[config.mk]
export PLATFORM = sky130hd
export DESIGN_NAME = hilo_div_ctrl_flat
export DESIGN_NICKNAME = d
export VERILOG_FILES = /design/src/rtl/hilo_div_ctrl_pkg.sv /design/src/rtl/hilo_div_ctrl_if.sv /design/src/rtl/hilo_div_ctrl.sv /design/src/flat_wrapper.sv
export SDC_FILE = /design/constraint.sdc
export NUM_CORES = 1
export LEC_CHECK = 0
export BUFFER_PORTS_ARGS = -buffer_cell sky130_fd_sc_hd__buf_2
export CAP_MARGIN = 20
export CORE_AREA = 2 2 115 117
export DETAILED_ROUTE_END_ITERATION = 12
export DIE_AREA = 0 0 117 119
export PLACE_DENSITY = 0.84
export SYNTH_ARGS = -nofsm -noshare
export SYNTH_HDL_FRONTEND = slang
export SYNTH_SLANG_ARGS = --single-unit
[constraint.sdc]
create_clock -name clk -period 5.45 [get_ports clk]
set_clock_uncertainty 0.1 [all_clocks]
set_input_delay 0 -clock clk [delete_from_list [all_inputs] [get_ports clk]]
set_output_delay 0 -clock clk [all_outputs]
set_load 0.02 [all_outputs]
[src/rtl/hilo_div_ctrl_pkg.sv]
// Shared definitions for the HI/LO divide sequencer: FSM state encodings,
// divider iteration count and the divide-by-zero LO value.
package mips_div_pkg;

    typedef enum logic [1:0] {
        S_IDLE  = 2'd0,
        S_START = 2'd1,
        S_WAIT  = 2'd2
    } div_state_t;

    localparam int          DIV_ITERS   = 32;
    localparam logic [31:0] DIV_ZERO_LO = 32'hFFFF_FFFF;

endpackage

[src/rtl/hilo_div_ctrl_if.sv]
// Divider handshake bundle between the HI/LO sequencer and the divider.
// master: sequencer (drives start/operands); slave: divider (drives q/r/done).
interface hilo_div_if;

    logic        dv_start;
    logic        dv_signed;
    logic [31:0] dv_dividend;
    logic [31:0] dv_divisor;
    logic [31:0] dv_q;
    logic [31:0] dv_r;
    logic        dv_done;

    modport master (
        output dv_start,
        output dv_signed,
        output dv_dividend,
        output dv_divisor,
        input  dv_q,
        input  dv_r,
        input  dv_done
    );

    modport slave (
        input  dv_start,
        input  dv_signed,
        input  dv_dividend,
        input  dv_divisor,
        output dv_q,
        output dv_r,
        output dv_done
    );

endinterface

[src/rtl/hilo_div_ctrl.sv]
// HI/LO owner and DIV/DIVU sequencer: latches operands, pulses the divider,
// stalls the CPU until done, commits q->LO and r->HI; handles MTHI/MTLO.
// Ports: clk, rst (sync, active-high); CPU side div_req/div_signed/rs_val/
// rt_val, mthi/mtlo/wdata, hi/lo, stall, div_done, timeout_err; divider side
// via hilo_div_if.master (dv_start/dv_signed/dv_dividend/dv_divisor/dv_q/
// dv_r/dv_done). Option macro DIV_ZERO_BYPASS_EN: divide-by-zero is resolved
// here in one cycle instead of going through the divider.
module hilo_div_ctrl
    import mips_div_pkg::*;
#(
    parameter int MAX_WAIT = 40
) (
    input  logic              clk,
    input  logic              rst,
    input  logic              div_req,
    input  logic              div_signed,
    input  logic [31:0]       rs_val,
    input  logic [31:0]       rt_val,
    input  logic              mthi,
    input  logic              mtlo,
    input  logic [31:0]       wdata,
    hilo_div_if.master        dv,
    output logic [31:0]       hi,
    output logic [31:0]       lo,
    output logic              stall,
    output logic              div_done,
    output logic              timeout_err
);

    localparam int CW = $clog2(MAX_WAIT + 1);

    div_state_t    state;
    logic [CW-1:0] wait_cnt;
    logic          zero_bypass;

`ifdef DIV_ZERO_BYPASS_EN
    assign zero_bypass = (rt_val == '0);
`else
    assign zero_bypass = 1'b0;
`endif

    // A pending request stalls in the same cycle it is issued.
    assign stall = (state != S_IDLE) | div_req;

    always_ff @(posedge clk) begin
        if (rst) begin
            state          <= S_IDLE;
            wait_cnt       <= '0;
            hi             <= '0;
            lo             <= '0;
            div_done       <= 1'b0;
            timeout_err    <= 1'b0;
            dv.dv_start    <= 1'b0;
            dv.dv_signed   <= 1'b0;
            dv.dv_dividend <= '0;
            dv.dv_divisor  <= '0;
        end else begin
            dv.dv_start <= 1'b0;
            div_done    <= 1'b0;
            unique case (state)
                S_IDLE: begin
                    if (div_req && zero_bypass) begin
                        lo       <= DIV_ZERO_LO;
                        hi       <= rs_val;
                        div_done <= 1'b1;
                    end else if (div_req) begin
                        dv.dv_signed   <= div_signed;
                        dv.dv_dividend <= rs_val;
                        dv.dv_divisor  <= rt_val;
                        dv.dv_start    <= 1'b1;
                        state          <= S_START;
                    end else begin
                        if (mthi) hi <= wdata;
                        if (mtlo) lo <= wdata;
                    end
                end
                S_START: begin
                    wait_cnt <= '0;
                    state    <= S_WAIT;
                end
                S_WAIT: begin
                    // The divider still reports done in the first WAIT
                    // cycle, so done only counts once wait_cnt is non-zero.
                    if (wait_cnt != '0 && dv.dv_done) begin
                        lo       <= dv.dv_q;
                        hi       <= dv.dv_r;
                        div_done <= 1'b1;
                        state    <= S_IDLE;
                    end else if (wait_cnt == CW'(MAX_WAIT - 1)) begin
                        timeout_err <= 1'b1;
                        state       <= S_IDLE;
                    end else begin
                        wait_cnt <= wait_cnt + 1'b1;
                    end
                end
                default: state <= S_IDLE;
            endcase
        end
    end

endmodule

[src/flat_wrapper.sv]
// flat-port wrapper written by rule: the top's interface ports become plain ports
module hilo_div_ctrl_flat import mips_div_pkg::*;
#(
    parameter int MAX_WAIT = 40
)
  (clk, rst, div_req, div_signed, rs_val, rt_val, mthi, mtlo, wdata, hi, lo, stall, div_done, timeout_err, dv_dv_start, dv_dv_signed, dv_dv_dividend, dv_dv_divisor, dv_dv_q, dv_dv_r, dv_dv_done);
  hilo_div_if dv_i ();
  input  logic clk;
  input  logic rst;
  input  logic div_req;
  input  logic div_signed;
  input  logic [31:0] rs_val;
  input  logic [31:0] rt_val;
  input  logic mthi;
  input  logic mtlo;
  input  logic [31:0] wdata;
  output logic [31:0] hi;
  output logic [31:0] lo;
  output logic stall;
  output logic div_done;
  output logic timeout_err;
  output wire logic [$bits(dv_i.dv_start)-1:0] dv_dv_start;
  output wire logic [$bits(dv_i.dv_signed)-1:0] dv_dv_signed;
  output wire logic [$bits(dv_i.dv_dividend)-1:0] dv_dv_dividend;
  output wire logic [$bits(dv_i.dv_divisor)-1:0] dv_dv_divisor;
  input wire logic [$bits(dv_i.dv_q)-1:0] dv_dv_q;
  input wire logic [$bits(dv_i.dv_r)-1:0] dv_dv_r;
  input wire logic [$bits(dv_i.dv_done)-1:0] dv_dv_done;
  assign dv_dv_start = dv_i.dv_start;
  assign dv_dv_signed = dv_i.dv_signed;
  assign dv_dv_dividend = dv_i.dv_dividend;
  assign dv_dv_divisor = dv_i.dv_divisor;
  assign dv_i.dv_q = dv_dv_q;
  assign dv_i.dv_r = dv_dv_r;
  assign dv_i.dv_done = dv_dv_done;
  hilo_div_ctrl #(.MAX_WAIT(MAX_WAIT)) u_core (.clk(clk), .rst(rst), .div_req(div_req), .div_signed(div_signed), .rs_val(rs_val), .rt_val(rt_val), .mthi(mthi), .mtlo(mtlo), .wdata(wdata), .dv(dv_i), .hi(hi), .lo(lo), .stall(stall), .div_done(div_done), .timeout_err(timeout_err));
endmodule
======== Word level (Yosys, flattened, before mapping) ========
Cells that the tools add are included.
W data, S select, Z words.
word-level totals
  bits of input ports ..................... 167
  word-level logic and storage cells ...... 57
  register bits after elaboration ......... 140
operators by class
  $add $sub $neg .......................... 1
  equal/unequal tests ..................... 11
  mux-type cells .......................... 17
  reductions and logical operators ........ 14
  bitwise logic cells ..................... 4
operators by type and width
  operator               count
  $mux W32               6
  $pmux W32 S2           2
  $mux W6                2
  $ne A2 B2 Y1 const B   6
  $pmux W6 S2            1
  $reduce_and A4 Y1      2
  $add A6 B1 Y6 const B  1
  $eq A6 B6 Y1 const B   1
  $mux W2                3
  $pmux W2 S3            1
  $reduce_and A3 Y1      2
  $reduce_bool A2 Y1     3
  $reduce_bool A6 Y1     1
  $reduce_and A2 Y1      2
  $reduce_or A2 Y1       2
  $ne A3 B1 Y1 const B   1
  $not A1 Y1             3
  $eq A2 B1 Y1 const B   1
  $eq A2 B2 Y1 const B   1
  $logic_not A2 Y1       1
  $mux W1                2
  $ne A2 B1 Y1 const B   1
  $logic_and A1 B1 Y1    1
  $or A1 B1 Y1           1

======== Logic depth before layout (Yosys ltp) ========
  depth in word-level cells ............... 4
  gate-level depth with buffers ........... 7
  mapped depth without buffers ............ 6

======== Worst setup path before layout ========
No wires, ideal clock.
  path type ............................... reg-to-reg
  start point ............................. register u_core.wait_cnt[0]
  end point ............................... register u_core.lo[0]
  arrival ................................. 1884 ps
  setup time .............................. 121 ps
  slack ................................... 3346 ps
  cell stages (with the launch flop) ...... 8
  cells stage by stage .................... dfxtp_1 inv_1 ha_1 or4b_4 o21a_4 o21ai_4 buf_6 mux2_2
between the ends
  word-level cells in the longest chain between the ends .. 4
RTL lines
  item                         line                 RTL
  start: declaration           hilo_div_ctrl.sv:33  logic [CW-1:0] wait_cnt;
  start signal: assignment     hilo_div_ctrl.sv:93  wait_cnt <= wait_cnt + 1'b1;
  $reduce_bool A6 Y1           hilo_div_ctrl.sv:84  if (wait_cnt != '0 && dv.dv_done) begin
  $logic_and A1 B1 Y1          hilo_div_ctrl.sv:84
  $ne A2 B1 Y1 (no line)       --
  $reduce_and A4 Y1 (no line)  --
  end signal: assignment       hilo_div_ctrl.sv:74  if (mtlo) lo <= wdata;
  end signal: assignment       hilo_div_ctrl.sv:85  lo <= dv.dv_q;
  end: declaration             hilo_div_ctrl.sv:24  output logic [31:0] lo,
Every way passes these cells.
A chain may end at the register's enable or synchronous reset.

======== Final worst setup path ========
  start point ............................. register u_core.state[0]
  end point ............................... register u_core.hi[7]
between the ends
  word-level cells in the longest chain between the ends .. 3
  elaborated cells between the ends (all ways) .. 8
  classes of those cells .................. eq/ne: 4; mux: 1; reduce/logical: 3
RTL lines
  item                                                  line                 RTL
  start: declaration                                    hilo_div_ctrl.sv:32  div_state_t state;
  start signal: assignment                              hilo_div_ctrl.sv:47  state <= S_IDLE;
  start signal: assignment                              hilo_div_ctrl.sv:71  state <= S_START;
  start signal: assignment                              hilo_div_ctrl.sv:79  state <= S_WAIT;
  $eq A2 B2 Y1 or $logic_not A2 Y1 (tied branches)      hilo_div_ctrl.sv:60  unique case (state)
  $ne A2 B1 Y1 (no line), or another cell as far along  --
  $reduce_and A4 Y1 (no line)                           --
  end signal: assignment                                hilo_div_ctrl.sv:64  hi <= rs_val;
  end signal: assignment                                hilo_div_ctrl.sv:73  if (mthi) hi <= wdata;
  end signal: assignment                                hilo_div_ctrl.sv:86  hi <= dv.dv_r;
  end: declaration                                      hilo_div_ctrl.sv:23  output logic [31:0] hi,
Several ways; a longest one is shown, not always the timed one.

==> impl_summary.md <==
Critical path
The register-to-register setup slack is about 2.5 ns. The slowest cell on the critical path is buf_4. The highest cell delay on the worst timing path is roughly 0.67 ns.

The capturing element type of the critical path is a register. STA classifies the critical path startpoint as a register. The worst register-to-register path ends at u_core.hi[7]$_SDFFE_PP0P_.

The worst register-to-register path begins at u_core.state[0]$_SDFFE_PP0P_. Traced cell by cell, the critical path runs through inv_1 > ha_4 > buf_4 > nor2b_1 > a21oi_1 > dlygate4sd3_1 > nor2_1 > mux2_2. Data on the critical path is required at its endpoint by roughly 5.7 ns. The category of the most critical setup path is register to register. The worst register-to-register path has a depth of 8.

The maximum fanout along the worst path is 81. The critical path arrival is 3.16 ns.

Final layout
The number of nets in the layout is approximately 1.3k. Relative to the synthesized area, the layout overhead comes to 56.3%. In the final layout, the share of cells above drive strength 1 is 34.9%.

Clock tree
The post-CTS setup repair buffer count is 0. Clock-pin slew was measured on the worst setup and hold paths at 0.06 ns. In this run the clock root is driven by a clkbuf_16. The number of buffers on the longest clock path is 2.

CTS built an H-tree with a depth of 4. Clock latency on the worst-skew pair, taken at its later pin, is 0.41 ns. The clock drives 140 sinks. Counting the buffers created by CTS gives 17.

TritonCTS built the clock tree.

Floorplanning
The core outline area is between 0.01 and 0.015 mm2. The die footprint is around 0.014 mm2. The overall die height is around 120 um. The initial cell density of the core is 48.3%.

Pin placement for this block handled 300 I/O pins. In this run the core area contains 42 standard-cell rows. The die width is approximately 120 um.

STA
The relative slew slack is between 20 and 30%. The final hold violation count is 0. The setup TNS is 0 ns. Setup repair after global routing left no endpoint under its margin. The fmax is between 300 and 400 MHz. The final clock period utilization by the worst path is between 50% and 60%. The final number of setup-violating endpoints is 0. The final max-slew violation count was 0. At the pin with the least slew margin, the transition time is ~1.1 ns.

The shortest period the worst path allows is 2.97 ns.

Logic synthesis
The sequential element share of the synthesized area is a little under half. The number of distinct library cells after synthesis is 35. The number of register bits inferred by synthesis is 140. The area share of the largest cell type after synthesis is between 40% and 50%. For this run, asynchronously set or reset flops after synthesis account for 0%. Sorting the synthesized cells by area gives the leading types as dfxtp_1 45%, mux2_2 11%, a21oi_1 11%, nor2b_1 10%, nand2_1 8.1%.

The leading register cell type out of synthesis is dfxtp_1. The count of warnings emitted by yosys is 0. The area of the mapped netlist is around 0.0062 mm2. The synthesized design contains 0 enable-type register cells.

The average instance in the mapped netlist occupies between 8 and 9 um2. The post-synthesis net count is ~900. The count of mapped cells out of synthesis is approximately 740. The top cell type by total area after synthesis is dfxtp_1.

Drt
The pre-antenna-repair detailed-routing pass consisted of 6 iterations. The via count is about 7.1k. Summed over all layers, the routed wires come to approximately 23000 um.

The via density per instance is 5.28. For this run, design rule violations remaining after detail routing come to 0. Dividing the detail-routed wire length by the instance count gives 17.1 um. The count of routing violations after the opening detailed-route iteration is 620. The count of nets left with antenna violations once routing finished came out at 0.

Global route
The initial antenna violation count came to 2. The overall global routing resource usage is 31.6%. The via count of the first global-routing pass is approximately 7k. The maximum number of pins on one net before global-route repair is 126.

The first global-routing pass estimated around 34000 um of wire. The total overflow left after global routing is 0.

Hold path
The capture endpoint of the worst hold path is u_core.lo[22]$_SDFFE_PP0P_. Along the worst hold path, the cell count comes to 5. The worst hold-check path type is primary input to register. The worst hold path begins at wdata[22].

Outcome
The flow ran to the end, and the final reports show no timing, DRC or antenna violations.

Run
The count of max-cap constraint violations is 0.

Placed design
Port buffering added 299 buffers. At the end of routability-driven placement, the weighted congestion stood at 0.809. The HPWL after detailed placement is 11900 um.

Power and ir drop
Summed over all cells, the static leakage comes to about 4.6 nW. IR analysis of the VDD net gives a maximum drop of around 0.00020 V. For this design the ratio of total power to cell area is about 310 mW/mm2.

Overall power consumption after layout is estimated at slightly above 0.003 W.
## flip-flops by register name, summed over array words and instances, names as in the netlist
| register | cells |
|---|---|
| u_core.dv.dv_signed | 1 |
| u_core.wait_cnt | 6 |
| u_core.dv.dv_divisor | 32 |
| u_core.div_done | 1 |
| u_core.hi | 32 |
| u_core.dv.dv_start | 1 |
| u_core.timeout_err | 1 |
| u_core.dv.dv_dividend | 32 |
| u_core.lo | 32 |
| u_core.state | 2 |
## cell families after synthesis
group,count (synthesis),synth area share (%)
and+or+nand+nor,316,23.7
AOI/OAI and AO/OA,157,13.9
DFF,140,45.1
muxes,65,11.8
buffers and inverters,61,4.53
adders and majority gates,5,1.01
## power by group
group | leakage [nW] | internal [W] | switching (W)
Sequential | 1.14 | 0.00111 | 0.0000453
Combinational | 3.19 | 0.000296 | 0.000395
Clock | 0.285 | 0.000733 | 0.000459
## layout by cell type (no fill, tap or decap), drive strengths merged, types with 2 or more instances in the layout
cell type	n
a211oi	2
a21o	2
a21oi	132
a31oi	8
buf	303
bufinv	3
clkbuf	18
clkinv	4
clkinvlp	5
dfxtp	140
dlygate4sd3	136
ha	5
inv	9
mux2	64
nand2	134
nand2b	2
nand3	4
nand4	2
nor2	69
nor2b	99
o21ai	6
## per-stage QoR
step / setup WS [ns] / util (%) / hold WS (ns) / cell area, um2 / std cells
floorplan: 3.35 / - / 0.0360 / 6210 / 744
global placement: 2.74 / 60.0 / 0.141 / 7720 / 1168
detailed placement: 2.69 / 60.1 / 0.146 / 7740 / 1169
CTS: 2.68 / 75.4 / 0.00310 / 9710 / 1337
global route: 2.31 / 75.4 / 0.0370 / 9710 / 1338
finish: 2.48 / 75.4 / 0.0338 / 9710 / 1338
## worst max-delay path: cells and delay by family, from the launching register on
kind                     cells  cell delay (ns)
multiplexers                 1             0.28
buffers and inverters        3             1.40
AND/OR/NAND/NOR              2             0.21
flip-flops                   1             0.31
adder cells (fa/ha/maj)      1             0.31
AO/OA/AOI/OAI                1             0.19
## routing by layer
layer  GRT usage [%]  part of all wire [%]  up-vias
met5               0                 0.057        -
met4            20.0                   5.7        2
met3            11.3                   9.3      134
met2            53.2                    48      408
met1            32.9                    37     3259
li1                -                     -     3266
## Yosys cell counts (3+ instances only)
| library cell | count |
|---|---|
| dfxtp_1 | 140 |
| buf_1 | 5 |
| a21oi_1 | 132 |
| nand2_1 | 134 |
| ha_1 | 5 |
| nand3_1 | 4 |
| mux2_2 | 62 |
| nor2_1 | 69 |
| nor2b_1 | 99 |
| o21ai_0 | 3 |
| buf_6 | 7 |
| a31oi_1 | 8 |
| clkbuf_1 | 42 |
| inv_1 | 7 |
## worst max path at each step
stage | from | to | slack [ns] | depth (start not counted)
detailed placement | u_core.wait_cnt[0]$_SDFFE_PP0P_ | u_core.hi[5]$_SDFFE_PP0P_ | 2.69 | 6
floorplan | u_core.wait_cnt[0]$_SDFFE_PP0P_ | u_core.lo[0]$_SDFFE_PP0P_ | 3.35 | 7
finish | u_core.state[0]$_SDFFE_PP0P_ | u_core.hi[7]$_SDFFE_PP0P_ | 2.48 | 8
CTS | u_core.wait_cnt[0]$_SDFFE_PP0P_ | u_core.lo[4]$_SDFFE_PP0P_ | 2.68 | 6
global route | u_core.state[0]$_SDFFE_PP0P_ | u_core.hi[7]$_SDFFE_PP0P_ | 2.31 | 8
global placement | u_core.wait_cnt[0]$_SDFFE_PP0P_ | u_core.lo[13]$_SDFFE_PP0P_ | 2.74 | 6
## final cells by class
class	instances	area [um2]
Inverter	7	26.3
Multi-Input combinational cell	543	3150
Fill cell	746	3160
Antenna cell	1	2.50
Clock inverter	14	169
Clock buffer	18	439
Tap cell	176	220
Timing Repair Buffer	439	2910
Sequential cell	140	2800
## repair_timing
item,in CTS,in global routing
hold buffers,136,0
endpoints found under the hold margin,137,0
resized for setup,0,0
setup endpoints to repair,0,0
(Power assumes the default switching activity.)
